## src/rtl/game_flow_controller.sv

```systemverilog
// Game sequencer: owns phase, player health and level, and gates the
// object layers (enable, level load, player visibility) accordingly.
module game_flow_controller #(
    parameter int START_HEALTH  = 3,
    parameter int INVULN_FRAMES = 120,
    parameter int BLINK_FRAMES  = 8,
    parameter int BANNER_FRAMES = 90,
    parameter int MAX_LEVEL     = 9
) (
    input  logic       clk,
    input  logic       resetN,
    input  logic       startOfFrame,
    input  logic       startKey,
    input  logic [2:0] playerHitByRocket,
    input  logic       playerHitByAlien,
    input  logic       aliensReachedBorder,
    input  logic       allAliensDead,
    input  logic       GodMode,
    output logic [2:0] gameState,
    output logic [1:0] playerHealth,
    output logic [3:0] level,
    output logic       gameplayEnable,
    output logic       levelLoad,
    output logic       playerVisible,
    output logic       lost
);

    localparam int MAXF = (INVULN_FRAMES > BANNER_FRAMES) ?
                          INVULN_FRAMES : BANNER_FRAMES;
    localparam int CW = $clog2(MAXF + 1);
    localparam int BW = $clog2(BLINK_FRAMES + 1);

    typedef enum logic [2:0] {
        S_IDLE  = 3'd0,
        S_PLAY  = 3'd1,
        S_INV   = 3'd2,
        S_CLR   = 3'd3,
        S_OVER  = 3'd4,
        S_WIN   = 3'd5
    } state_t;

    state_t        r_state, w_state;
    logic [1:0]    r_health, w_health;
    logic [3:0]    r_level, w_level;
    logic [CW-1:0] r_cnt, w_cnt;
    logic [BW-1:0] r_blink, w_blink;
    logic          r_vis, w_vis;
    logic          r_en, w_en;
    logic          r_start_d, r_rocket_d;
    logic          w_load;
    logic          w_start_edge, w_rocket_edge, w_expired, w_loss;

    always_ff @(posedge clk or negedge resetN) begin
        if (!resetN) begin
            r_state    <= S_IDLE;
            r_health   <= 2'(START_HEALTH);
            r_level    <= 4'd1;
            r_cnt      <= '0;
            r_blink    <= '0;
            r_vis      <= 1'b1;
            r_en       <= 1'b0;
            r_start_d  <= 1'b0;
            r_rocket_d <= 1'b0;
        end else begin
            r_state    <= w_state;
            r_health   <= w_health;
            r_level    <= w_level;
            r_cnt      <= w_cnt;
            r_blink    <= w_blink;
            r_vis      <= w_vis;
            r_en       <= w_en;
            r_start_d  <= startKey;
            r_rocket_d <= |playerHitByRocket;
        end
    end

    always_comb begin
        w_start_edge  = startKey & ~r_start_d;
        w_rocket_edge = (|playerHitByRocket) & ~r_rocket_d;
        w_expired     = (r_cnt == '0) & startOfFrame;
        w_loss        = aliensReachedBorder | playerHitByAlien;
        w_state       = r_state;
        w_health      = r_health;
        w_level       = r_level;
        w_cnt         = (startOfFrame && r_cnt != '0) ?
                        r_cnt - CW'(1) : r_cnt;
        w_blink       = r_blink;
        w_vis         = 1'b1;
        w_load        = 1'b0;
        unique case (r_state)
            S_IDLE: begin
                if (w_start_edge) begin
                    w_state  = S_PLAY;
                    w_health = 2'(START_HEALTH);
                    w_level  = 4'd1;
                    w_load   = 1'b1;
                end
            end
            S_PLAY, S_INV: begin
                if (w_loss) begin
                    w_state  = S_OVER;
                    w_health = 2'd0;
                end else if (r_state == S_PLAY && w_rocket_edge && !GodMode) begin
                    if (r_health <= 2'd1) begin
                        w_health = 2'd0;
                        w_state  = S_OVER;
                    end else begin
                        w_health = r_health - 2'd1;
                        w_state  = S_INV;
                        w_cnt    = CW'(INVULN_FRAMES - 1);
                        w_blink  = '0;
                    end
                end else if (allAliensDead) begin
                    if (r_level == 4'(MAX_LEVEL)) begin
                        w_state = S_WIN;
                    end else begin
                        w_state = S_CLR;
                        w_cnt   = CW'(BANNER_FRAMES - 1);
                    end
                end else if (r_state == S_INV) begin
                    if (w_expired) begin
                        w_state = S_PLAY;
                    end else begin
                        // Toggle every BLINK_FRAMES frames, starting visible
                        w_vis = r_vis;
                        if (startOfFrame) begin
                            if (r_blink == BW'(BLINK_FRAMES - 1)) begin
                                w_blink = '0;
                                w_vis   = ~r_vis;
                            end else begin
                                w_blink = r_blink + BW'(1);
                            end
                        end
                    end
                end
            end
            S_CLR: begin
                if (w_expired) begin
                    w_state = S_PLAY;
                    w_level = r_level + 4'd1;
                    w_load  = 1'b1;
                end
            end
            S_OVER, S_WIN: begin
                if (w_start_edge) w_state = S_IDLE;
            end
            default: w_state = S_IDLE;
        endcase
        w_en = (w_state == S_PLAY) || (w_state == S_INV);
    end

    assign gameState      = r_state;
    assign playerHealth   = r_health;
    assign level          = r_level;
    assign gameplayEnable = r_en;
    assign playerVisible  = r_vis;
    assign levelLoad      = w_load & resetN;
    assign lost           = (r_state == S_OVER);

endmodule
```

## config.mk

```make
export PLATFORM = sky130hd
export DESIGN_NAME = game_flow_controller
export DESIGN_NICKNAME = d
export VERILOG_FILES = /design/src/rtl/game_flow_controller.sv
export SDC_FILE = /design/constraint.sdc
export NUM_CORES = 1
export LEC_CHECK = 0
export ABC_AREA = 1
export CAP_MARGIN = 5
export CORE_MARGIN = 3
export CORE_UTILIZATION = 55
export CTS_BUF_LIST = sky130_fd_sc_hd__clkbuf_8
export CTS_CLUSTER_SIZE = 24
export DETAILED_ROUTE_END_ITERATION = 16
export HOLD_SLACK_MARGIN = 0.1
export PLACE_DENSITY = 0.82
export SYNTH_ARGS = -nofsm -noshare
export SYNTH_HDL_FRONTEND = slang
export SYNTH_SLANG_ARGS = --single-unit
```

## constraint.sdc

```tcl
create_clock -name clk -period 4.7 [get_ports clk]
set_input_delay 1.175 -clock clk [delete_from_list [all_inputs] [get_ports clk]]
set_output_delay 1.175 -clock clk [all_outputs]
set_load 0.005 [all_outputs]
```

# ---- Yosys cells after proc, flatten, opt, wreduce, memory -nomap -nowiden
# Index checks and enable logic that the tools add are counted.
dict set report classes {
  reduce_logical 19
  shift 0
  order_cmp 1
  n_eq_ne 17
  n_div 0
  mux 43
  add_sub_neg 4
  multipliers 0
  bitwise 9
}
# op count
set op_table {}
lappend op_table {{$mux W7} 7}
lappend op_table {{$mux W4} 9}
lappend op_table {{$mux W3} 9}
lappend op_table {{$ne A7 B7 Y1 const B} 2}
lappend op_table {{$pmux W3 S4} 1}
lappend op_table {{$mux W1} 10}
lappend op_table {{$eq A3 B2 Y1 const B} 3}
lappend op_table {{$add A4 B1 Y4 const B} 2}
lappend op_table {{$mux W2} 4}
lappend op_table {{$pmux W4 S2} 1}
lappend op_table {{$reduce_bool A2 Y1} 4}
lappend op_table {{$logic_not A7 Y1} 1}
lappend op_table {{$reduce_and A7 Y1} 1}
lappend op_table {{$reduce_bool A7 Y1} 1}
lappend op_table {{$sub A7 B1 Y7 const B} 1}
lappend op_table {{$eq A3 B1 Y1 const B} 2}
lappend op_table {{$eq A3 B3 Y1 const B} 2}
lappend op_table {{$ne A2 B2 Y1 const B} 3}
lappend op_table {{$reduce_and A3 Y1} 2}
lappend op_table {{$and A1 B1 Y1} 4}
lappend op_table {{$eq A4 B3 Y1 const B} 1}
lappend op_table {{$eq A4 B4 Y1 const B} 1}
lappend op_table {{$ne A2 B1 Y1 const B} 2}
lappend op_table {{$not A1 Y1} 4}
lappend op_table {{other kinds (13)} 16}
dict set report word_totals {
  output_inout_bits 13
  elab_cells 102
  mem_count 0
  rom_bits 0
  latchBits 0
  ram_bits 0
  inputBits 11
  reg_bits 24
}

# ---- Logic depth before layout (Yosys ltp)
dict set report depth {
  word_depth 10
  depth_mapped 12
}

# ---- Worst setup path after synthesis
# OpenSTA, ideal clock, no wires.
dict set report synth_timing {
  kind {input to output}
  from {input startOfFrame}
  to {output levelLoad}
  setup_slack_ns 1.676
  t_required_ns 3.525
  arrival_time_ns 1.849
  path_stages 4
  path_buffers 0
  path_cell_list {inv_1 > nor3_4 > nand2_2 > a21boi_0}
}
dict set report synth_between {
  elab_chain_len 4
}
# element line
set synth_lines {}
lappend synth_lines {{from (decl)} 12} ;# input logic startOfFrame,
lappend synth_lines {{$and A1 B1 Y1} 80} ;# w_expired = (r_cnt == '0) & startOfFrame;
lappend synth_lines {{$mux W1} 138} ;# if (w_expired) begin
lappend synth_lines {{$pmux W1 S2} 90} ;# unique case (r_state)
lappend synth_lines {{$and A1 B1 Y1} 157} ;# assign levelLoad = w_load & resetN;
lappend synth_lines {{to (decl)} 23} ;# output logic levelLoad,
# No other way between the ends.

# ---- Worst setup path after layout
# Same ends and word-level chain as after synthesis.

==> metrics.md <==
| Metric | Value |
|---|---|
| Most used cell, CP | `clkdlybuf4s50_1` |
| # resized after CTS | `0` |
| Area post-placement | `1790 um2` |
| Final-report max-slew violation count | `0` |
| Syn Area/Cell | `7.74 um2` |
| Max rail drop VDD | `0.000323 V` |
| Share of cells above drive strength 1 | `17.0%` |
| Sum Neg Setup Slack | `0 ns` |
| Post-synthesis xor/xnor area fraction | `2.32%` |
| FF-to-FF setup slack | `2.95 ns` |
| Htree depth | `1` |
| Diodes inserted | `0` |
| CTS Buf Count | `3` |
| WL/cell | `13.9 um` |
| Drt initial violations | `50` |
| Cell Area, Synth | `1510 um2` |
| Seq cells post-synth | `24` |
| Gr usage total | `23.7%` |
| Critical Path AT | `2.97 ns` |
| PortBufs | `23` |
| Worst setup EP type | `primary output` |
| Adder-cell share of the synthesized area | `4.14%` |
| CTS Hold Bufs | `0` |
| Total global routing overflow | `0` |
| P_leak | `0.848 nW` |
| Area share of the largest cell type after synthesis | `33.1%` |
| Post-synth top area cell | `dfrtp_1` |
| Synth Area in Simple Gates | `34.5%` |
| RR Startpoint | `r_cnt[0]` |
| Clk Latency, worst-skew pair | `0.26 ns` |
| PwrDens | `422 nW/um2` |
| RSZ-0062 raised after global routing | `no` |
| Clock sink count | `24` |
| Synth top cells by count | `nand2_1 (38), inv_1 (27), dfrtp_1 (20)` |
| Largest fanout on the critical path | `6` |
| Post-Route WL | `3520 um` |
| Area Growth Syn to Fin | `21.9%` |
| First-pass GRT wire length | `6250 um` |
| Largest net degree at the start of global routing | `25` |
| Final net count | `240` |
| Synth unique cells | `31` |
| Required time worst endpoint | `3.52 ns` |
| Crit-path slowest cell | `clkdlybuf4s50_1` |
| Synthesis warning total | `0` |
| Crit path time final | `4.14 ns` |
| Async SR Flop Fraction | `100%` |
| Largest stage delay, worst path | `0.52 ns` |
| Most common cell in the netlist | `nand2_1` |
| Final Skew | `0.00137 ns` |
| Setup crit start | `startOfFrame` |
| Hold_sp | `r_cnt[0]` |
| Total of max-cap violations | `0` |
| Power, Total | `0.777 mW` |
| Syn Inst Count | `195` |
| Max clock buf depth | `2` |
| Final HPWL DP | `2710 um` |
| Fillers | `197` |
| CTS tree | `yes` |
| Register area share after synthesis | `40.1%` |
| Status | `complete, no violations` |
| GP Congestion | `0.914` |
| Design area | `1840 um2` |
| Worst-margin pin slew | `0.375 ns` |
| Initial Util | `59.3%` |
| Clock Root Buffer | `clkbuf_8` |
| Die ar. | `3410 um2` |
| Setup Buffers After CTS | `0` |
| DR pass1 iterations | `4` |
| Clk slew on worst S/H paths | `0.08 ns` |
| Vias/cell | `5.42` |
| Top_reg_cell synth | `dfrtp_1` |
| Max Fclk | `242 MHz` |
| Number of global-route vias before repair | `1442` |
| Largest family of logic cells by synthesized area | `simple AND/OR/NAND/NOR gates` |
| Post-synth EDFFs | `0` |
| Die Y | `58.4 um` |
| Final hold viol count | `0` |
| Core Area | `2540 um2` |
| Compound-Gate Fraction of Synth Area | `10.5%` |
| Max_slew headroom | `74.9%` |
| Crit Path Category | `in2out` |
| Worst-path cell chain | `clkdlybuf4s50_1, inv_1, nor3_4, nand2_2, a21boi_0, clkdlybuf4s50_1` |
| Total number of vias | `1370` |
| IO Count | `24` |
| Die width | `58.4 um` |
| Syn nets | `211` |
| Routed Antenna Nets | `0` |
| Post-route DRC violation count | `0` |
| Hold Crit Class | `reg2reg` |
| Multiplexer area fraction after synthesis | `0%` |
| Largest cells by area after synthesis | `dfrtp_1 (33%), nand2_1 (9.4%), dfstp_2 (7.0%), inv_1 (6.7%), nor2_1 (4.7%)` |
| Post-route clock period utilization | `88.1%` |
| Worst setup SP type | `input port` |
| Initial antenna violation count | `0` |
| Rows | `18` |
| # setup viols final | `0` |
power breakdown:
group	leakage, nW	internal (mW)	switching, mW
Combinational	0.521	0.137	0.185
Clock	0.0288	0.0748	0.0656
Sequential	0.299	0.265	0.0498
final cells by class:
type / instances / area (um2) / share of cell area, %
well taps: 30 / 37.5 / 2.04
clock buffers: 4 / 55.1 / 2.99
repair buffers: 24 / 238 / 12.9
multi-input cells: 138 / 778 / 42.3
flip-flops and latches: 24 / 606 / 32.9
inverters: 33 / 126 / 6.87
registers in the layout, indices dropped and copies added (netlist names):
name,cells
gameState,3
r_rocket_d,1
playerVisible,1
gameplayEnable,1
playerHealth,2
r_cnt,7
r_start_d,1
level,4
r_blink,4
cells by family after synthesis:
group / count (synthesis)
and+or+nand+nor: 101
buffers and inverters: 33
AOI/OAI and AO/OA: 28
DFF: 24
adders and majority gates: 5
xor gates and xnor gates: 4
layer usage:
| layer | routed length, um | share of wire (%) | global-route usage [%] | up-vias |
|---|---|---|---|---|
| met3 | 155 | 4.4 | 3.29 | 9 |
| li1 | - | - | - | 685 |
| met2 | 1820 | 52 | 42.3 | 44 |
| met4 | 59 | 1.7 | 8.61 | 0 |
| met1 | 1490 | 42 | 28.8 | 632 |
| met5 | 0 | 0 | 0 | - |
critical path: cells and delay by family:
family / cells / cell delay (ns)
buffers and inverters: 3 / 1.13
and+or+nand+nor: 2 / 0.47
AOI/OAI and AO/OA: 1 / 0.18
per-stage QoR:
step / utilization, % / cells / hold WS (ns) / setup slack (ns)
5_1_grt: 72.3 / 253 / 0.499 / 0.446
4_1_cts: 72.3 / 253 / 0.477 / 0.535
3_5_place_dp: 70.2 / 249 / 0.463 / 0.561
2_1_floorplan: - / 195 / 0.444 / 1.68
3_3_place_gp: 70.2 / 249 / 0.463 / 0.589
6_report: 72.3 / 253 / 0.478 / 0.559
cell usage in the layout, fill, tap and decap left out, drive strengths merged:
master / count
a21boi: 1
a21oi: 4
a31oi: 2
buf: 1
clkbuf: 4
clkdlybuf4s50: 23
dfrtp: 20
dfstp: 4
ha: 5
inv: 33
nand2: 45
nand3: 13
nand3b: 1
nand4: 6
nor2: 27
nor3: 8
o211ai: 2
o21ai: 18
o22ai: 1
or2: 1
xnor2: 2
xor2: 2
final timing paths:
| path | end | depth (start not counted) |
|---|---|---|
| worst max-delay path | levelLoad | 6 |
| min in group asynchronous | r_blink[2] | 2 |
| worst max register to register | gameplayEnable | 11 |
| worst min-delay path | r_cnt[0] | 1 |
| worst min register to register | r_cnt[0] | 1 |
| max in group asynchronous | playerHealth[1] | 2 |
(Power assumes the default switching activity.)
